===== src/rtl/mem_port_arbiter_if.sv =====
// Handshake bundle between the two requesters, the shared port and the arbiter.
interface mem_port_arbiter_if;
   logic req0;
   logic req1;
   logic done;
   logic gnt0;
   logic gnt1;
   logic sel;
   logic busy;
   logic timeout_err;

   // Arbiter side: consumes requests and completion, produces grants and select.
   modport slave (
      input  req0,
      input  req1,
      input  done,
      output gnt0,
      output gnt1,
      output sel,
      output busy,
      output timeout_err
   );

   // Requester/port side: the mirror image of the arbiter.
   modport master (
      output req0,
      output req1,
      output done,
      input  gnt0,
      input  gnt1,
      input  sel,
      input  busy,
      input  timeout_err
   );
endinterface


===== src/rtl/mem_port_arbiter.sv =====
// Two-requester round-robin arbiter for a shared memory port. Requester 0 is
// instruction fetch, requester 1 is load/store. Ownership is held until done,
// abandon or watchdog expiry; all outputs come straight from flops.
module mem_port_arbiter #(
   parameter int unsigned TIMEOUT = 16
) (
   input  logic               clk,
   input  logic               rst,
   mem_port_arbiter_if.slave  bus
);
   localparam int unsigned CW = $clog2(TIMEOUT + 1);

   localparam logic [1:0] IDLE = 2'd0;
   localparam logic [1:0] OWN0 = 2'd1;
   localparam logic [1:0] OWN1 = 2'd2;

   logic [1:0]    state_q, state_d;
   logic          gnt0_q,  gnt0_d;
   logic          gnt1_q,  gnt1_d;
   logic          sel_q,   sel_d;
   logic          busy_q,  busy_d;
   logic          terr_q,  terr_d;
   logic          prio_q,  prio_d;
   logic [CW-1:0] cnt_q,   cnt_d;

   logic          own_req;

   // Request of whichever requester currently owns the port.
   always_comb begin
      own_req = 1'b0;
      if (state_q == OWN0) begin
         own_req = bus.req0;
      end else if (state_q == OWN1) begin
         own_req = bus.req1;
      end
   end

   // Next-state: grant in IDLE by priority, release on done/abandon/watchdog.
   always_comb begin
      state_d = state_q;
      gnt0_d  = gnt0_q;
      gnt1_d  = gnt1_q;
      sel_d   = sel_q;
      prio_d  = prio_q;
      cnt_d   = cnt_q;
      terr_d  = 1'b0;
      case (state_q)
         IDLE: begin
            if (bus.req0 && (!bus.req1 || !prio_q)) begin
               state_d = OWN0;
               gnt0_d  = 1'b1;
               sel_d   = 1'b0;
               cnt_d   = '0;
               prio_d  = 1'b1;
            end else if (bus.req1) begin
               state_d = OWN1;
               gnt1_d  = 1'b1;
               sel_d   = 1'b1;
               cnt_d   = '0;
               prio_d  = 1'b0;
            end
         end
         OWN0, OWN1: begin
            // done takes precedence over the watchdog in the same cycle
            if (bus.done || !own_req) begin
               state_d = IDLE;
               gnt0_d  = 1'b0;
               gnt1_d  = 1'b0;
            end else if (cnt_q == CW'(TIMEOUT - 1)) begin
               state_d = IDLE;
               gnt0_d  = 1'b0;
               gnt1_d  = 1'b0;
               terr_d  = 1'b1;
            end else if (cnt_q != '1) begin
               cnt_d = cnt_q + 1'b1;
            end
         end
         default: begin
            state_d = IDLE;
            gnt0_d  = 1'b0;
            gnt1_d  = 1'b0;
         end
      endcase
      busy_d = gnt0_d | gnt1_d;
   end

   // State and output registers with synchronous reset.
   always_ff @(posedge clk) begin
      if (rst) begin
         state_q <= IDLE;
         gnt0_q  <= 1'b0;
         gnt1_q  <= 1'b0;
         sel_q   <= 1'b0;
         busy_q  <= 1'b0;
         terr_q  <= 1'b0;
         prio_q  <= 1'b0;
         cnt_q   <= '0;
      end else begin
         state_q <= state_d;
         gnt0_q  <= gnt0_d;
         gnt1_q  <= gnt1_d;
         sel_q   <= sel_d;
         busy_q  <= busy_d;
         terr_q  <= terr_d;
         prio_q  <= prio_d;
         cnt_q   <= cnt_d;
      end
   end

   assign bus.gnt0        = gnt0_q;
   assign bus.gnt1        = gnt1_q;
   assign bus.sel         = sel_q;
   assign bus.busy        = busy_q;
   assign bus.timeout_err = terr_q;
endmodule


===== src/flat_wrapper.sv =====
// flat-port wrapper written by rule: the top's interface ports become plain ports
module mem_port_arbiter_flat 
#(
   parameter int unsigned TIMEOUT = 16
)
  (clk, rst, bus_req0, bus_req1, bus_done, bus_gnt0, bus_gnt1, bus_sel, bus_busy, bus_timeout_err);
  mem_port_arbiter_if bus_i ();
  input  logic clk;
  input  logic rst;
  input wire logic [$bits(bus_i.req0)-1:0] bus_req0;
  input wire logic [$bits(bus_i.req1)-1:0] bus_req1;
  input wire logic [$bits(bus_i.done)-1:0] bus_done;
  output wire logic [$bits(bus_i.gnt0)-1:0] bus_gnt0;
  output wire logic [$bits(bus_i.gnt1)-1:0] bus_gnt1;
  output wire logic [$bits(bus_i.sel)-1:0] bus_sel;
  output wire logic [$bits(bus_i.busy)-1:0] bus_busy;
  output wire logic [$bits(bus_i.timeout_err)-1:0] bus_timeout_err;
  assign bus_i.req0 = bus_req0;
  assign bus_i.req1 = bus_req1;
  assign bus_i.done = bus_done;
  assign bus_gnt0 = bus_i.gnt0;
  assign bus_gnt1 = bus_i.gnt1;
  assign bus_sel = bus_i.sel;
  assign bus_busy = bus_i.busy;
  assign bus_timeout_err = bus_i.timeout_err;
  mem_port_arbiter #(.TIMEOUT(TIMEOUT)) u_core (.clk(clk), .rst(rst), .bus(bus_i));
endmodule

===== config.mk =====
export PLATFORM = sky130hd
export DESIGN_NAME = mem_port_arbiter_flat
export DESIGN_NICKNAME = d
export VERILOG_FILES = /design/src/rtl/mem_port_arbiter_if.sv /design/src/rtl/mem_port_arbiter.sv /design/src/flat_wrapper.sv
export SDC_FILE = /design/constraint.sdc
export NUM_CORES = 1
export LEC_CHECK = 0
export CORE_UTILIZATION = 40
export CTS_BUF_LIST = sky130_fd_sc_hd__clkbuf_8
export CTS_CLUSTER_SIZE = 30
export DETAILED_ROUTE_END_ITERATION = 7
export PLACE_DENSITY = 0.71
export SYNTH_ARGS = -nofsm -noshare
export SYNTH_HDL_FRONTEND = slang
export SYNTH_SLANG_ARGS = --single-unit

===== constraint.sdc =====
create_clock -name clk -period 4.45 [get_ports clk]
set_input_delay 0.89 -clock clk [delete_from_list [all_inputs] [get_ports clk]]
set_output_delay 0.89 -clock clk [all_outputs]
set_load 0.02 [all_outputs]

# After elaboration in Yosys (flattened, before gate mapping)
# Index checks and enable logic that the tools add are counted.
[word_totals] register_bits=13 input_bits=5 out_inout_bits=5
[classes] reduce_logical=14 n_eq_ne=9 muxes=27 bitwise_logic=2 n_addsub=1
[op_table] operator="$mux 5" n=5
[op_table] operator="$mux 1" n=14
[op_table] operator="$pmux 5 s2" n=1
[op_table] operator="$mux 2" n=4
[op_table] operator="$add 5x1->5 const B" n=1
[op_table] operator="$eq 5x4->1 const B" n=1
[op_table] operator="$ne 5x5->1 const B" n=1
[op_table] operator="$reduce_and 5->1" n=1
[op_table] operator="$ne 2x2->1 const B" n=2
[op_table] operator="$pmux 1 s2" n=2
[op_table] operator="$pmux 2 s2" n=1
[op_table] operator="$reduce_and 2->1" n=2
[op_table] operator="$reduce_bool 2->1" n=2
[op_table] operator="$logic_not 1->1" n=3
[op_table] operator="$ne 3x1->1 const B" n=1
[op_table] operator="$ne 3x2->1 const B" n=1
[op_table] operator="$reduce_or 3->1" n=1
[op_table] operator="$eq 2x1->1 const B" n=1
[op_table] operator="$eq 2x2->1 const B" n=1
[op_table] operator="$logic_not 2->1" n=1
[op_table] operator="$logic_or 1x1->1" n=2
[op_table] operator="$ne 2x1->1 const B" n=1
[op_table] operator="$reduce_or 2->1" n=1
[op_table] operator="$logic_and 1x1->1" n=1
[op_table] operator="2 further kinds" n=2

# Longest topological paths before layout
[depth] word_depth=8 mapped_depth=7 depth_no_buf=6

# Worst setup path before layout
# OpenSTA, ideal clock, no wires.
[synth_timing] path_kind="in2reg" from="in bus_req1" to="reg u_core.cnt_q[2]" t_required_ps=4327 arrival_time_ps=1970 setup_slack_ps=2357 path_buffers=1 path_stages=5 setup_ps=123 cell_sequence="buf_4 nand3b_4 a2111oi_4 a221o_2 a31oi_1"
[synth_between] elab_chain_cells=6
[synth_lines] element="start, declared" line_no="flat_wrapper.sv:11" source="input wire logic [$bits(bus_i.req1)-1:0] bus_req1;"
[synth_lines] element="$mux 1" line_no="mem_port_arbiter.sv:33" source="end else if (state_q == OWN1) begin"
[synth_lines] element="$mux 1" line_no="mem_port_arbiter.sv:31" source="if (state_q == OWN0) begin"
[synth_lines] element="$logic_not 1->1" line_no="mem_port_arbiter.sv:65" source="if (bus.done || !own_req) begin"
[synth_lines] element="$logic_or 1x1->1" line_no="mem_port_arbiter.sv:65"
[synth_lines] element="$ne 2x2->1 (no line)"
[synth_lines] element="$reduce_and 5->1 (no line)"
[synth_lines] element="end signal, assigned" line_no="mem_port_arbiter.sv:106" source="cnt_q <= cnt_d;"
[synth_lines] element="end, declared" line_no="mem_port_arbiter.sv:24" source="logic [CW-1:0] cnt_q, cnt_d;"
# Parallel ways exist; a longest one is shown, timed or not.
# A chain may end at the register's enable or synchronous reset.

# Worst setup path after layout
[layout_timing] from="in bus_req1" to="reg u_core.cnt_q[3]"
# The elaborated chain is that of the path after synthesis.

==> summary.md <==
| Metric | Value |
|---|---|
| Status | `complete, no violations` |
| R2R Path End | `u_core.cnt_q[3]$_SDFFE_PP0P_` |
| CP cell instances | `clkdlybuf4s50_1 -> nand3b_4 -> a2111oi_4 -> a221o_2 -> a31oi_1` |
| Site row count | `14` |
| N_diodes | `0` |
| Fin nets | `100` |
| Combinational share of power | `0.208` |
| Most common library cell in the layout ignoring fill and taps | `dfxtp_1` |
| Htree depth | `1` |
| Flop pwr share | `0.437` |
| Simple-gate share of the synthesized area | `0.232` |
| Synth Area in Adders | `0.125` |
| Syn avg cell area | `9.12 um^2` |
| Vias post-DR | `574` |
| Met1 Wirelength | `689 um` |
| Synth area leaders | `dfxtp_1 37%, ha_1 12%, a2111oi_4 3.9%` |
| Worst slew margin | `0.636` |
| Most frequent cells in the layout | `13 x dfxtp_1, 9 x clkdlybuf4s50_1, 7 x inv_1, 7 x ha_1, 6 x nor2_1` |
| Cts bufs inserted | `3` |
| Clock Latency Late Sink | `0.25 ns` |
| Synth Area in Compound Gates | `0.203` |
| Via density | `5.57` |
| Finish-stage setup viols | `0` |
| HP Start | `u_core.cnt_q[3]$_SDFFE_PP0P_` |
| Ys Warns | `0` |
| Pleak | `0.345 nW` |
| Slew Limit Fails | `0` |
| CORE AREA | `1580 um^2` |
| Largest net degree at the start of global routing | `11` |
| Finished Core Util | `0.533` |
| Wirelength, routed | `1.30 mm` |
| Setup TNS | `0 ns` |
| Worst-path fanout max | `10` |
| Max clock buf depth | `2` |
| Hold Crit Class | `reg -> reg` |
| # IOs | `10` |
| Max Clock Skew | `0.00249 ns` |
| Hold Path End | `u_core.cnt_q[3]$_SDFFE_PP0P_` |
| Internal | `0.000213 W` |
| Routed met2 length | `516 um` |
| Arr. time, crit path | `2.70 ns` |
| Worst VDD drop | `0.216 mV` |
| CP top delay family | `compound AO/OA/AOI/OAI gates` |
| CP max stage cell | `clkdlybuf4s50_1` |
| FMAX | `390 MHz` |
| Critical Path RT | `4.58 ns` |
| ANT nets after route | `0` |
| Net Count, Synth | `89` |
| Switching Fraction | `0.281` |
| XOR/XNOR share of the synthesized area | `0` |
| Post-synth top area cell | `dfxtp_1` |
| Final min period | `2.57 ns` |
| Placed Area | `796 um^2` |
| Hold path depth | `1` |
| Fill cells | `143` |
| Crit path buf inv count | `1` |
| Die Ht | `43.9 um` |
| Die area | `1930 um^2` |
| Register-to-register setup slack | `2.37 ns` |
| Chip width | `43.9 um` |
| Clock Root Buffer | `clkbuf_8` |
| Critical Path End Type | `flip-flop` |
| Post-synthesis cell type count | `30` |
| Worst path max stage delay | `0.68 ns` |
| Top-area cell type share of the netlist area | `0.371` |
| Highest metal used | `met4` |
| Routed wl met3 | `47 um` |
| Final Cell Area | `841 um^2` |
| Cell count after synthesis | `77` |
| Port buffer count | `9` |
| Worst Max-Slew Pin Slew | `0.546 ns` |
| Largest family of logic cells by synthesized area | `simple AND/OR/NAND/NOR gates` |
| Cells on worst reg2reg path | `6` |
| Synthesized cell area | `702 um^2` |
| RR Startpoint | `u_core.cnt_q[0]$_SDFFE_PP0P_` |
| Worst Setup Start Kind | `primary input` |
| Reg clk slew, reported paths | `0.06 ns` |
| Register area share after synthesis | `0.371` |
| Drt initial violations | `6` |
| Max-cap viol count | `0` |
| First-pass GRT wire length | `2.01 mm` |
| Sw Pwr | `0.0000833 W` |
| Mux share of post-synthesis cell area | `0.0143` |
| Total iterations of the first detailed-routing run | `4` |
| CTS Hold Bufs | `0` |
| Antenna violations before repair | `0` |
| GRT Util Overall | `0.146` |
| Initial Utilization | `0.445` |
| Total gr overflow | `0` |
| CTS tree | `done` |
| RSZ-0062 raised after global routing | `false` |
| Routed wire per std cell | `12.6 um` |
| Post-CTS Resized | `0` |
| GPL Wtd Cong | `0.840` |
| Vias in the first global route | `496` |
| Hold Vio Cnt, Final | `0` |
| Pwr Density | `352 nW/um^2` |
| CTS Sinks | `13` |
| Final HPWL from detailed placement | `949 um` |
| DRC Markers | `0` |
| Layout cells sized above 1 | `0.103` |
| Post-CTS Setup Bufs | `0` |
| Kind of critical path | `in -> reg` |
| Final Cycle Share | `0.576` |
| Clock power share | `0.355` |
| FF+latch count, synth | `13` |
| Area Growth Syn to Fin | `19.8%` |
## power by group through the flow
stage	clock network (W)	registers, W	logic (W)
2_1_floorplan	0	0.000137	0.0000366
3_3_place_gp	0	0.000132	0.0000606
3_5_place_dp	0	0.000132	0.0000612
4_1_cts	0.000106	0.000129	0.0000617
5_1_grt	0.000112	0.000130	0.0000666
6_report	0.000105	0.000129	0.0000615
## area by class of cell
cell class                      count  area, um^2  share of cell area
Timing Repair Buffer                9        90.1               0.107
Multi-Input combinational cell     55         403               0.479
Tap cell                           16        20.0              0.0238
Sequential cell                    13         260               0.310
Inverter                            6        22.5              0.0268
Clock buffer                        3        41.3              0.0491
Clock inverter                      1        3.75             0.00446
## logic make-up after synthesis
family,Yosys count
DFF,13
and+or+nand+nor,27
muxes,1
AOI/OAI and AO/OA,20
buffers and inverters,9
adders and majority gates,7
## stage by stage
stage	worst slack [ns]	instances	total power (W)	hold slack, ns
floorplan	2.36	77	0.000173	0.431
global placement	1.72	99	0.000192	0.457
detailed placement	1.64	99	0.000193	0.458
CTS	1.89	103	0.000297	0.467
global route	1.75	103	0.000309	0.494
finish	1.88	103	0.000296	0.472
## metal layers
layer / track usage / up-vias
li1: - / 295
met1: 0.196 / 262
met2: 0.197 / 12
met3: 0.0375 / 5
met4: 0.109 / 0
met5: 0 / -
## worst reg2reg max path: stages (launching register included)
cell	delay (ns)
dfxtp_1	0.33
ha_1	0.23
and3_1	0.21
ha_1	0.22
a2111oi_4	0.57
a221o_2	0.32
a31oi_1	0.09
## sequential cells by signal, summed over array words and instances (netlist names)
register,count
u_core.cnt_q,5
u_core.state_q,2
u_core.bus.busy,1
u_core.bus.gnt0,1
u_core.bus.gnt1,1
u_core.bus.sel,1
u_core.bus.timeout_err,1
u_core.prio_q,1
## how the worst max path moves through the flow
stage / end / cells past startpoint / startpoint
floorplan: u_core.cnt_q[2]$_SDFFE_PP0P_ / 5 / bus_req1
global placement: u_core.cnt_q[2]$_SDFFE_PP0P_ / 5 / bus_req1
detailed placement: u_core.cnt_q[2]$_SDFFE_PP0P_ / 5 / bus_req1
CTS: u_core.cnt_q[3]$_SDFFE_PP0P_ / 5 / bus_req1
global route: u_core.cnt_q[3]$_SDFFE_PP0P_ / 5 / bus_req1
finish: u_core.cnt_q[3]$_SDFFE_PP0P_ / 5 / bus_req1
## cells in the mapped netlist
| cell type | count |
|---|---|
| nand2_1 | 5 |
| o21ai_1 | 1 |
| or2_2 | 1 |
| buf_4 | 1 |
| nor3_1 | 2 |
| o21ai_0 | 5 |
| or3b_2 | 1 |
| or3_1 | 2 |
| ha_1 | 7 |
| a32oi_1 | 1 |
| nor3b_2 | 1 |
| and3_1 | 3 |
| clkbuf_1 | 1 |
| buf_2 | 1 |
| nand4_1 | 1 |
| nand4b_1 | 1 |
| a21oi_1 | 5 |
| nand2b_1 | 1 |
| nor2b_1 | 1 |
| nand3b_4 | 1 |
| o22ai_1 | 1 |
| a311oi_1 | 1 |
| nor2_1 | 6 |
| mux2i_1 | 1 |
| nand3_1 | 1 |
| a31oi_1 | 4 |
| a2111oi_4 | 1 |
| dfxtp_1 | 13 |
| a221o_2 | 1 |
| inv_1 | 6 |
Power figures use the tool's default switching activity.
